`src/rtl/incr_share_ctrl_if.sv`:
```
// Requester-side and incrementer-side bus of the shared incrementer controller.
// The controller connects through the slave modport; the requester FSMs and the
// shared incrementer instance (or a bench) use the master modport.
interface incr_share_ctrl_if #(
    parameter int unsigned WIDTH = 8,
    parameter int unsigned N_REQ = 4
);
    // Requester side
    logic [N_REQ-1:0]       req;
    logic [N_REQ*WIDTH-1:0] opnd;
    logic [N_REQ-1:0]       gnt;
    logic [N_REQ-1:0]       done;
    logic [WIDTH-1:0]       result;
    logic                   co;
    logic                   busy;

    // Shared ripple incrementer side
    logic [WIDTH-1:0]       inc_a;
    logic                   inc_cin;
    logic [WIDTH-1:0]       inc_sum;
    logic                   inc_co;

    modport master (
        output req, opnd, inc_sum, inc_co,
        input  gnt, done, result, co, busy, inc_a, inc_cin
    );

    modport slave (
        input  req, opnd, inc_sum, inc_co,
        output gnt, done, result, co, busy, inc_a, inc_cin
    );
endinterface

```
`src/rtl/incr_share_ctrl.sv`:
```
// Time-shares one multi-cycle ripple incrementer among N_REQ requesters.
// Round-robin grant, operand held for SETTLE_CYCLES, then sum/carry captured
// and a one-cycle done pulse returned to the owner.
module incr_share_ctrl #(
    parameter int unsigned WIDTH         = 8,
    parameter int unsigned N_REQ         = 4,
    parameter int unsigned SETTLE_CYCLES = 4
) (
    input  logic              clk,
    input  logic              rst,
    incr_share_ctrl_if.slave  bus
);

    localparam int unsigned PTR_W    = (N_REQ > 1) ? $clog2(N_REQ) : 1;
    localparam logic [3:0]  CNT_LOAD = 4'(SETTLE_CYCLES - 1);

    typedef enum logic [1:0] {
        IDLE = 2'd0,
        WAIT = 2'd1,
        DONE = 2'd2
    } state_t;

    state_t             state_q, state_d;
    logic [N_REQ-1:0]   gnt_q, gnt_d;
    logic [N_REQ-1:0]   done_q, done_d;
    logic [WIDTH-1:0]   result_q, result_d;
    logic               co_q, co_d;
    logic [PTR_W-1:0]   rr_ptr_q, rr_ptr_d;
    logic [3:0]         cnt_q, cnt_d;

    logic               win_found;
    logic [PTR_W-1:0]   win_idx;
    logic [PTR_W-1:0]   cand;

    // Round-robin search: first asserted req starting at rr_ptr, wrapping.
    always_comb begin
        win_found = 1'b0;
        win_idx   = '0;
        cand      = '0;
        for (int unsigned i = 0; i < N_REQ; i++) begin
            cand = PTR_W'((32'(rr_ptr_q) + i) % N_REQ);
            if (!win_found && bus.req[cand]) begin
                win_found = 1'b1;
                win_idx   = cand;
            end
        end
    end

    // Next-state and capture logic; req is only looked at in IDLE.
    always_comb begin
        state_d  = state_q;
        gnt_d    = gnt_q;
        done_d   = '0;
        result_d = result_q;
        co_d     = co_q;
        rr_ptr_d = rr_ptr_q;
        cnt_d    = cnt_q;

        unique case (state_q)
            IDLE: begin
                if (win_found) begin
                    gnt_d          = '0;
                    gnt_d[win_idx] = 1'b1;
                    rr_ptr_d       = PTR_W'((32'(win_idx) + 32'd1) % N_REQ);
                    cnt_d          = CNT_LOAD;
                    state_d        = WAIT;
                end
            end
            WAIT: begin
                if (cnt_q == '0) begin
                    result_d = bus.inc_sum;
                    co_d     = bus.inc_co;
                    done_d   = gnt_q;
                    state_d  = DONE;
                end else begin
                    cnt_d = cnt_q - 4'd1;
                end
            end
            DONE: begin
                gnt_d   = '0;
                state_d = IDLE;
            end
            default: begin
                gnt_d   = '0;
                state_d = IDLE;
            end
        endcase
    end

    // State and datapath registers, cleared asynchronously (aborts in-flight op).
    always_ff @(posedge clk or posedge rst) begin
        if (rst) begin
            state_q  <= IDLE;
            gnt_q    <= '0;
            done_q   <= '0;
            result_q <= '0;
            co_q     <= 1'b0;
            rr_ptr_q <= '0;
            cnt_q    <= '0;
        end else begin
            state_q  <= state_d;
            gnt_q    <= gnt_d;
            done_q   <= done_d;
            result_q <= result_d;
            co_q     <= co_d;
            rr_ptr_q <= rr_ptr_d;
            cnt_q    <= cnt_d;
        end
    end

    // Operand mux from the registered grant; driven through WAIT and DONE only.
    always_comb begin
        bus.inc_a   = '0;
        bus.inc_cin = 1'b0;
        if (state_q != IDLE) begin
            bus.inc_cin = 1'b1;
            for (int unsigned k = 0; k < N_REQ; k++) begin
                if (gnt_q[k]) begin
                    bus.inc_a = bus.opnd[k*WIDTH +: WIDTH];
                end
            end
        end
    end

    assign bus.gnt    = gnt_q;
    assign bus.done   = done_q;
    assign bus.result = result_q;
    assign bus.co     = co_q;
    assign bus.busy   = (state_q != IDLE);

    a_gnt_onehot0: assert property (@(posedge clk) disable iff (rst)
        $onehot0(gnt_q));
    a_done_onehot0: assert property (@(posedge clk) disable iff (rst)
        $onehot0(done_q));
    a_done_has_gnt: assert property (@(posedge clk) disable iff (rst)
        ((done_q & gnt_q) == done_q));
    a_cnt_range: assert property (@(posedge clk) disable iff (rst)
        (cnt_q <= CNT_LOAD));

endmodule

```
`src/flat_wrapper.sv`:
```
// flat-port wrapper written by rule: the top's interface ports become plain ports
module incr_share_ctrl_flat 
#(
    parameter int unsigned WIDTH         = 8,
    parameter int unsigned N_REQ         = 4,
    parameter int unsigned SETTLE_CYCLES = 4
)
  (clk, rst, bus_req, bus_opnd, bus_inc_sum, bus_inc_co, bus_gnt, bus_done, bus_result, bus_co, bus_busy, bus_inc_a, bus_inc_cin);
  incr_share_ctrl_if #(.WIDTH(WIDTH), .N_REQ(N_REQ)) bus_i ();
  input  logic clk;
  input  logic rst;
  input wire logic [$bits(bus_i.req)-1:0] bus_req;
  input wire logic [$bits(bus_i.opnd)-1:0] bus_opnd;
  input wire logic [$bits(bus_i.inc_sum)-1:0] bus_inc_sum;
  input wire logic [$bits(bus_i.inc_co)-1:0] bus_inc_co;
  output wire logic [$bits(bus_i.gnt)-1:0] bus_gnt;
  output wire logic [$bits(bus_i.done)-1:0] bus_done;
  output wire logic [$bits(bus_i.result)-1:0] bus_result;
  output wire logic [$bits(bus_i.co)-1:0] bus_co;
  output wire logic [$bits(bus_i.busy)-1:0] bus_busy;
  output wire logic [$bits(bus_i.inc_a)-1:0] bus_inc_a;
  output wire logic [$bits(bus_i.inc_cin)-1:0] bus_inc_cin;
  assign bus_i.req = bus_req;
  assign bus_i.opnd = bus_opnd;
  assign bus_i.inc_sum = bus_inc_sum;
  assign bus_i.inc_co = bus_inc_co;
  assign bus_gnt = bus_i.gnt;
  assign bus_done = bus_i.done;
  assign bus_result = bus_i.result;
  assign bus_co = bus_i.co;
  assign bus_busy = bus_i.busy;
  assign bus_inc_a = bus_i.inc_a;
  assign bus_inc_cin = bus_i.inc_cin;
  incr_share_ctrl #(.WIDTH(WIDTH), .N_REQ(N_REQ), .SETTLE_CYCLES(SETTLE_CYCLES)) u_core (.clk(clk), .rst(rst), .bus(bus_i));
endmodule
```
`config.mk`:
```
export PLATFORM = sky130hd
export DESIGN_NAME = incr_share_ctrl_flat
export DESIGN_NICKNAME = d
export VERILOG_FILES = /design/src/rtl/incr_share_ctrl_if.sv /design/src/rtl/incr_share_ctrl.sv /design/src/flat_wrapper.sv
export SDC_FILE = /design/constraint.sdc
export NUM_CORES = 1
export LEC_CHECK = 0
export CORE_MARGIN = 4
export CORE_UTILIZATION = 37
export DETAILED_ROUTE_END_ITERATION = 7
export PLACE_DENSITY_LB_ADDON = 0.12
export SYNTH_ARGS = -nofsm -noshare
export SYNTH_HDL_FRONTEND = slang
export SYNTH_SLANG_ARGS = --single-unit
```
`constraint.sdc`:
```
create_clock -name clk -period 1.65 [get_ports clk]
set_input_delay 0.165 -clock clk [delete_from_list [all_inputs] [get_ports clk]]
set_output_delay 0.165 -clock clk [all_outputs]
set_load 0.03 [all_outputs]
```
==> results.md, run 1 <==
- Power per standard cell area: 1932 mW/mm²
- WHS: 0.2474 ns
- Adder-cell area share of the yosys netlist: 0.04815
- Synth top cells by count: dfrtp_1 (25), a21oi_1 (22), inv_1 (15)
- Post-synthesis xor/xnor area fraction: 0
- Antenna violations before repair: 0
- Die width: 72.91 µm
- Post-synthesis mux area share: 0.08427
- Placed wire-length estimate: 3489 µm
- Nature of the critical path startpoint: flop
- Die H: 72.91 µm
- RePlAce Congestion: slightly above 0.9
- Finish-stage setup viols: 8
- FF-to-FF End: u_core.bus.result[3]
- Status: complete, but fails checks
- Clock Latency Late Sink: 0.27 ns
- # diodes: 0
- Worst setup margin: -0.1393 ns
- Final Non-Filler Cells: roughly 300
- Unrepaired setup endpoints after global routing: true
- CTS tree: built
- WS Path Type: flop to primary output
- Critical Path Sink: bus_inc_a[4]
- Endpoints failing hold: 0
- Rows: 23
- Reg2reg path depth: 6
- # fillers: 332
- Crit Path Max Fanout: 10
- Post-Synthesis Cell Area: 0.001559 mm²
- Grt total ovfl: 0
- Total track usage: 0.1793
- Failing checks: negative setup slack
- Final WL: 4904 µm
- Initial Util: 0.3870
- Synth area leaders: dfrtp_1 (40%), a21oi_1 (7.1%), a221o_1 (5.8%), ha_1 (4.8%), mux2_4 (4.8%)
- Synth area leader: dfrtp_1
- NumNets Final: 306
- Yosys top cell area share: 0.4013
- Post-synth cell types: 39
- Initial DRT Pass Iterations: 4
- ANT nets after route: 0
- Count leader, synth: dfrtp_1
- Arrival @ worst endpoint: 1.62 ns
- Top-Level Pins: between 70 and 80
- Maxcap violations: 0
- Worst EP required: approximately 1.5 ns
- VDD IR max: 994.6 µV
- Leakage: between 1 and 1.5 nW
- Sequential fraction of the synthesis area: 0.4013
- Vias/cell: 5.189
- Yosys Warn Count: 0
- Final period utilization: 1.084
- Port Buf Inserts: 73
- Achievable Freq: 558.9 MHz
- Pin count of the biggest net entering global routing: 26
- Simple-gate share of the synthesized area: 0.1734
- Post-synthesis instance total: 160
- Remaining routing DRC violations: 0
- Crit end category: primary output
- EDFF count, synth: 0
- Commonest register cell after synthesis: dfrtp_1
- Placed cell count: between 200 and 300
- DIE AREA: 0.005316 mm²
- Max Slew Vio Count: 0
- Largest family of logic cells by synthesized area: compound AO/OA/AOI/OAI gates
- CTS max path bufs: 2
- Clock Skew: approximately 0.0052 ns
- Crit path from: u_core.bus.gnt[1]
- Num CTS Buffers: 3
- Reg area: 633.1 µm²
- #FFs+latches synth: 25
- Reg-to-reg startpoint: u_core.cnt_q[1]
- Hold Buf Count CTS: 0
- Asr flop ratio synth: 1.000
- Post-synthesis net count: 213
- CORE AREA: 0.004029 mm²
- Multi-input gate area: 978.4 µm²
- Final Critical Period: approximately 1.8 ns
- First-pass GRT wire length: 7534 µm
- Worst-Margin Slew: 0.3328 ns
- DRT iter0 DRCs: ~80
- Root Buffer: clkbuf_8
- Compound-cell area share of the yosys netlist: 0.2135
- H-tree Lvls: 1
- Wire per inst: between 15 and 20 µm
- Avg Synthesized Cell Area: 9.744 µm²
- Synthesis-to-finish area growth: 74.72%
- Clk sinks: 25
- R2R setup slack: 0.05 ns
- Layout cells sized above 1: 0.3175
- Number of global-route vias before repair: approximately 1600
- DR vias: 1567
- Rel. slew slack: 0.7775
- Clk slew on worst S/H paths: 0.09 ns
- Tightest Hold Check Type: input port to async pin
==> through the flow <==
stage / cell area (µm²) / total power, mW / util / worst slack (ns) / TNS [ns]
finish: 2724 / 5.262 / 0.6761 / -0.1393 / -1.058
global route: 2724 / 5.574 / 0.6761 / -0.2207 / -2.052
global placement: 2516 / 4.459 / 0.6245 / -0.2273 / -0.8142
detailed placement: 2516 / 4.548 / 0.6245 / -0.3172 / -1.350
CTS: 2644 / 5.131 / 0.6562 / -0.1378 / -1.070
floorplan: 1660 / 3.379 / - / 0.01516 / 0
==> cell type report <==
cell class / instances / area share
inverter: 16 / 0.02389
tap: 50 / 0.02297
clock inverter: 1 / 0.002756
multi-input combinational: 109 / 0.3592
clock buffer: 3 / 0.01516
timing repair buffer: 98 / 0.3436
sequential: 25 / 0.2324
==> timing repair <==
item / 4_1_cts / 5_1_grt
pin swaps: 0 / 4
setup buffers: 4 / 2
setup endpoints to repair: 23 / 21
resized for setup: 25 / 17
==> how the worst min path moves through the flow <==
stage                    startpoint                    to  slack [ns]
6_report                        rst  u_core.bus.result[0]        0.25
5_1_grt                         rst  u_core.bus.result[0]        0.28
4_1_cts                         rst  u_core.bus.result[2]        0.24
3_5_place_dp   u_core.bus.result[3]  u_core.bus.result[3]        0.50
3_3_place_gp   u_core.bus.result[6]  u_core.bus.result[6]        0.49
2_1_floorplan                   rst         u_core.bus.co        0.19
==> critical path, cell delays in order (launching register included) <==
cell,delay (ns)
dfrtp_2,0.46
buf_6,0.17
a21oi_1,0.07
a221o_1,0.38
a21oi_4,0.13
buf_6,0.14
==> report_power, final <==
part / switching, mW / internal [mW] / total, mW
Sequential: 0.362 / 0.878 / 1.24
Combinational: 1.84 / 1.81 / 3.65
Clock: 0.201 / 0.171 / 0.372
==> cells in the final DEF, fill, tap and decap left out, types with 3 or more instances in the layout <==
cell             synthesis  routed
clkdlybuf4s50_1          0      56
buf_4                    1      22
dfrtp_1                 25      19
inv_1                   15      13
a21oi_1                 22      12
buf_6                    2      11
nand2_1                  9       9
a221o_1                  9       9
mux2_4                   5       9
o21ai_0                  9       8
nand3b_1                 8       8
a21oi_4                  0       8
dlygate4sd2_1            0       7
dfrtp_2                  0       6
ha_1                     6       5
nand3_1                  4       4
and2_2                   3       3
clkbuf_8                 0       3
==> cells by family (layout without fill, tap and decap cells) <==
kind of cell / after synthesis / after routing
AO/OA/AOI/OAI: 51 / 51
adder cells (fa/ha/maj): 6 / 6
buffers and inverters: 26 / 118
flip-flops: 25 / 25
multiplexers: 10 / 10
AND/OR/NAND/NOR: 42 / 42
==> per-layer routing <==
metal  vias to the layer above  wire length (µm)  track usage
met4                         0                71      0.03484
met3                         6               286      0.04408
met1                       757              2060       0.2200
met5                         -                 0            0
met2                        44              2485       0.3186
li1                        760                 -            -
==> sequential cells by signal, indices dropped and copies added, names as in the netlist <==
register           count
u_core.bus.result      8
u_core.bus.done        4
u_core.bus.gnt         4
u_core.cnt_q           4
u_core.rr_ptr_q        2
u_core.state_q         2
u_core.bus.co          1
No activity file was read; power rests on OpenSTA's default activity.
==> run 2, diff against run 1 <==
--- a/config.mk
+++ b/config.mk
@@ -5,10 +5,11 @@
 export SDC_FILE = /design/constraint.sdc
 export NUM_CORES = 1
 export LEC_CHECK = 0
-export CORE_MARGIN = 4
+export CORE_MARGIN = 2
 export CORE_UTILIZATION = 37
 export DETAILED_ROUTE_END_ITERATION = 7
 export PLACE_DENSITY_LB_ADDON = 0.12
+export SLEW_MARGIN = 10
 export SYNTH_ARGS = -nofsm -noshare
 export SYNTH_HDL_FRONTEND = slang
 export SYNTH_SLANG_ARGS = --single-unit
==> run 2 against run 1 <==
Effect of this change: the run still ends with negative setup slack left; via count up 1.7%; worst hold slack got worse by 0.0095 ns; count of clock-buffer cells in the layout unchanged; clock skew about the same; largest power group unchanged.
==> results.md, run 2 (synthesized netlist as in run 1, its figures left out) <==
- Commonest cells after routing, fill and taps aside: clkdlybuf4s50_1 (56), buf_4 (25), dfrtp_1 (20) (was clkdlybuf4s50_1 (56), buf_4 (22), dfrtp_1 (19))
- Placed cell count: 292 (unchanged)
- Status: complete, but fails checks (unchanged)
- Remaining routing DRC violations: 0 (unchanged)
- Crit Path Max Fanout: 6 (was 10)
- Rel. slew slack: 0.7845 (was 0.7775)
- Worst setup margin: -0.1515 ns (was -0.1393 ns)
- # diodes: 0 (unchanged)
- Max Slew Vio Count: 0 (unchanged)
- Final WL: 4551 µm (was 4904 µm)
- Clock Power Share: 0.069 (was 0.071)
- Total track usage: 0.1908 (was 0.1793)
- Clk slew on worst S/H paths: 0.09 ns (about the same)
- Endpoints failing hold: 0 (unchanged)
- Leakage: 1.228 nW (was 1.185 nW)
- Tightest Hold Check Type: input port to async pin (unchanged)
- Synthesis-to-finish area growth: 76.81% (was 74.72%)
- Finish-stage setup viols: 8 (unchanged)
- NumNets Final: 309 (was 306)
- Failing checks: negative setup slack (unchanged)
- Max incr delay on CP: 0.46 ns (about the same)
- CTS tree: built (unchanged)
- Fin area: 0.002756 mm² (was 0.002724 mm²)
- Dpl cell area: 0.002516 mm² (unchanged)
- CP Cell Sequence: buf_6 > nand3b_1 > a221o_1 > a21oi_4 > buf_6 (was buf_6 > a21oi_1 > a221o_1 > a21oi_4 > buf_6)
- Placed wire-length estimate: 3259 µm (was 3489 µm)
- Nature of the critical path startpoint: flop (unchanged)
- Final Critical Period: 1.802 ns (was 1.789 ns)
- Maxcap violations: 0 (unchanged)
- Power per standard cell area: 1906 mW/mm² (was 1932 mW/mm²)
- First-pass GRT wire length: 6727 µm (was 7534 µm)
- Arrival @ worst endpoint: 1.64 ns (was 1.62 ns)
- Crit end category: primary output (unchanged)
- Die width: 68.91 µm (was 72.91 µm)
- WHS: 0.2379 ns (was 0.2474 ns)
- Grt total ovfl: 0 (unchanged)
- Root Buffer: clkbuf_8 (unchanged)
- Number of flip-flops in the largest register: 8 (unchanged)
- Antenna violations before repair: 0 (unchanged)
- Initial Util: 0.3870 (unchanged)
- Setup TNS: -0.9891 ns (was -1.058 ns)
- DR vias: 1593 (was 1567)
- Worst EP required: 1.48 ns (about the same)
- Pwr Total: 5.254 mW (was 5.262 mW)
- Final period utilization: 1.092 (was 1.084)
- H-tree Lvls: 1 (unchanged)
- Initial DRT Pass Iterations: 4 (unchanged)
- Vias/cell: 5.223 (was 5.189)
- DRT iter0 DRCs: 71 (was 78)
- Port Buf Inserts: 73 (unchanged)
- Num CTS Buffers: 3 (unchanged)
- Unrepaired setup endpoints after global routing: true (unchanged)
- Buf/Inv on CP: 2 (unchanged)
- Die H: 68.91 µm (was 72.91 µm)
- Top-Level Pins: 74 (unchanged)
- Switching share of power: 0.4515 (was 0.4568)
- Post-place setup slack: -0.3538 ns (was -0.3172 ns)
- Clock Skew: 0.005622 ns (was 0.005152 ns)
- Sequential share of power: 0.231 (was 0.236)
- Hold Buf Count CTS: 0 (unchanged)
- ANT nets after route: 0 (unchanged)
- Layout cells sized above 1: 0.3176 (was 0.3175)
- Internal power: 2.882 mW (was 2.858 mW)
- Pin count of the biggest net entering global routing: 26 (unchanged)
- DIE AREA: 0.004749 mm² (was 0.005316 mm²)
- Clk sinks: 25 (unchanged)
- VDD IR max: 1035 µV (was 994.6 µV)
- Clock Latency Late Sink: 0.27 ns (about the same)
- Wire per inst: 14.92 µm (was 16.24 µm)
- Number of global-route vias before repair: 1502 (was 1619)
- Most common cell after layout, fill and taps aside: clkdlybuf4s50_1 (unchanged)
- Achievable Freq: 555.1 MHz (was 558.9 MHz)
- Psw: 2.372 mW (was 2.403 mW)
- Critical-path top delay cell: dfrtp_2 (unchanged)
- Final Core Density: 0.6842 (was 0.6761)
- RePlAce Congestion: 0.7651 (was 0.9194)
- Final Non-Filler Cells: 305 (was 302)
- Combinational power share: 0.700 (was 0.694)
- # fillers: 301 (was 332)
- Rows: 23 (unchanged)
- CP most frequent cell: buf_6 (unchanged)
- Worst-Margin Slew: 0.3227 ns (was 0.3328 ns)
- CORE AREA: 0.004029 mm² (unchanged)
- CTS max path bufs: 2 (unchanged)
- Largest delay contributor family on the critical path: compound AO/OA/AOI/OAI gates (unchanged)
- WS Path Type: flop to primary output (unchanged)
## run 2: cell count changes in the layout (fill, tap and decap cells not counted)
cell / delta
dlygate4sd2_1: -3
dfrtp_2: -1
nor4_2: -1
dfrtp_1: +1
o21ai_2: -1
o21ai_1: +1
nor2b_2: +1
buf_4: +3
nor4_4: +1
nor2b_4: -1
dlymetal6s2s_1: +3
## run 2: worst reg2reg max path: cells and delay by family, from the launching register on
family,cells,cell delay (ns)
adders and majority gates,1,0.28
muxes,1,0.25
DFF,1,0.46
AOI/OAI and AO/OA,2,0.50
## run 2: path summary, 6_finish.rpt
kind	to	from	slack, ns	cells after the start
hold reg to reg	u_core.bus.co	u_core.bus.co	0.52	1
setup / recovery	bus_inc_a[7]	u_core.bus.gnt[1]	-0.15	5
min in group clk	u_core.bus.result[4]	bus_inc_sum[4]	0.51	2
hold / removal	u_core.bus.result[3]	rst	0.24	3
setup reg to reg	u_core.rr_ptr_q[1]	u_core.rr_ptr_q[0]	0.05	4
max in group asynchronous	u_core.rr_ptr_q[0]	rst	1.15	3
## run 2: what timing repair did
| item | CTS | global route |
|---|---|---|
| endpoints found under the setup margin | 23 | 23 |
| resized for setup | 21 | 20 |
| setup buffers | 5 | 4 |
| gates cloned | 0 | 0 |
| pin swaps | 1 | 1 |
## run 2: area by class of cell
| cell class | instances | area (µm²) | share of cell area |
|---|---|---|---|
| Clock buffer | 3 | 41.29 | 0.01498 |
| Clock inverter | 1 | 7.507 | 0.002724 |
| Inverter | 16 | 65.06 | 0.02360 |
| Multi-Input combinational cell | 109 | 978.4 | 0.3550 |
| Sequential cell | 25 | 631.9 | 0.2292 |
| Tap cell | 50 | 62.56 | 0.02270 |
| Timing Repair Buffer | 101 | 969.7 | 0.3518 |
## run 2: power by group through the flow
| stage | registers (mW) | logic, mW | clock network, mW |
|---|---|---|---|
| after global placement | 1.20 | 3.23 | 0 |
| after CTS | 1.19 | 3.53 | 0.380 |
| after global routing | 1.26 | 3.93 | 0.413 |
| final | 1.21 | 3.68 | 0.365 |
| after floorplan | 1.36 | 2.02 | 0 |
| after detailed placement | 1.23 | 3.30 | 0 |
## run 2: metal layers
| metal | part of all wire | wire (µm) | track usage |
|---|---|---|---|
| met5 | 0 | 0 | 0 |
| met4 | 0.0092 | 42 | 0.05147 |
| met3 | 0.069 | 313 | 0.04545 |
| met2 | 0.51 | 2310 | 0.3353 |
| met1 | 0.41 | 1884 | 0.2330 |
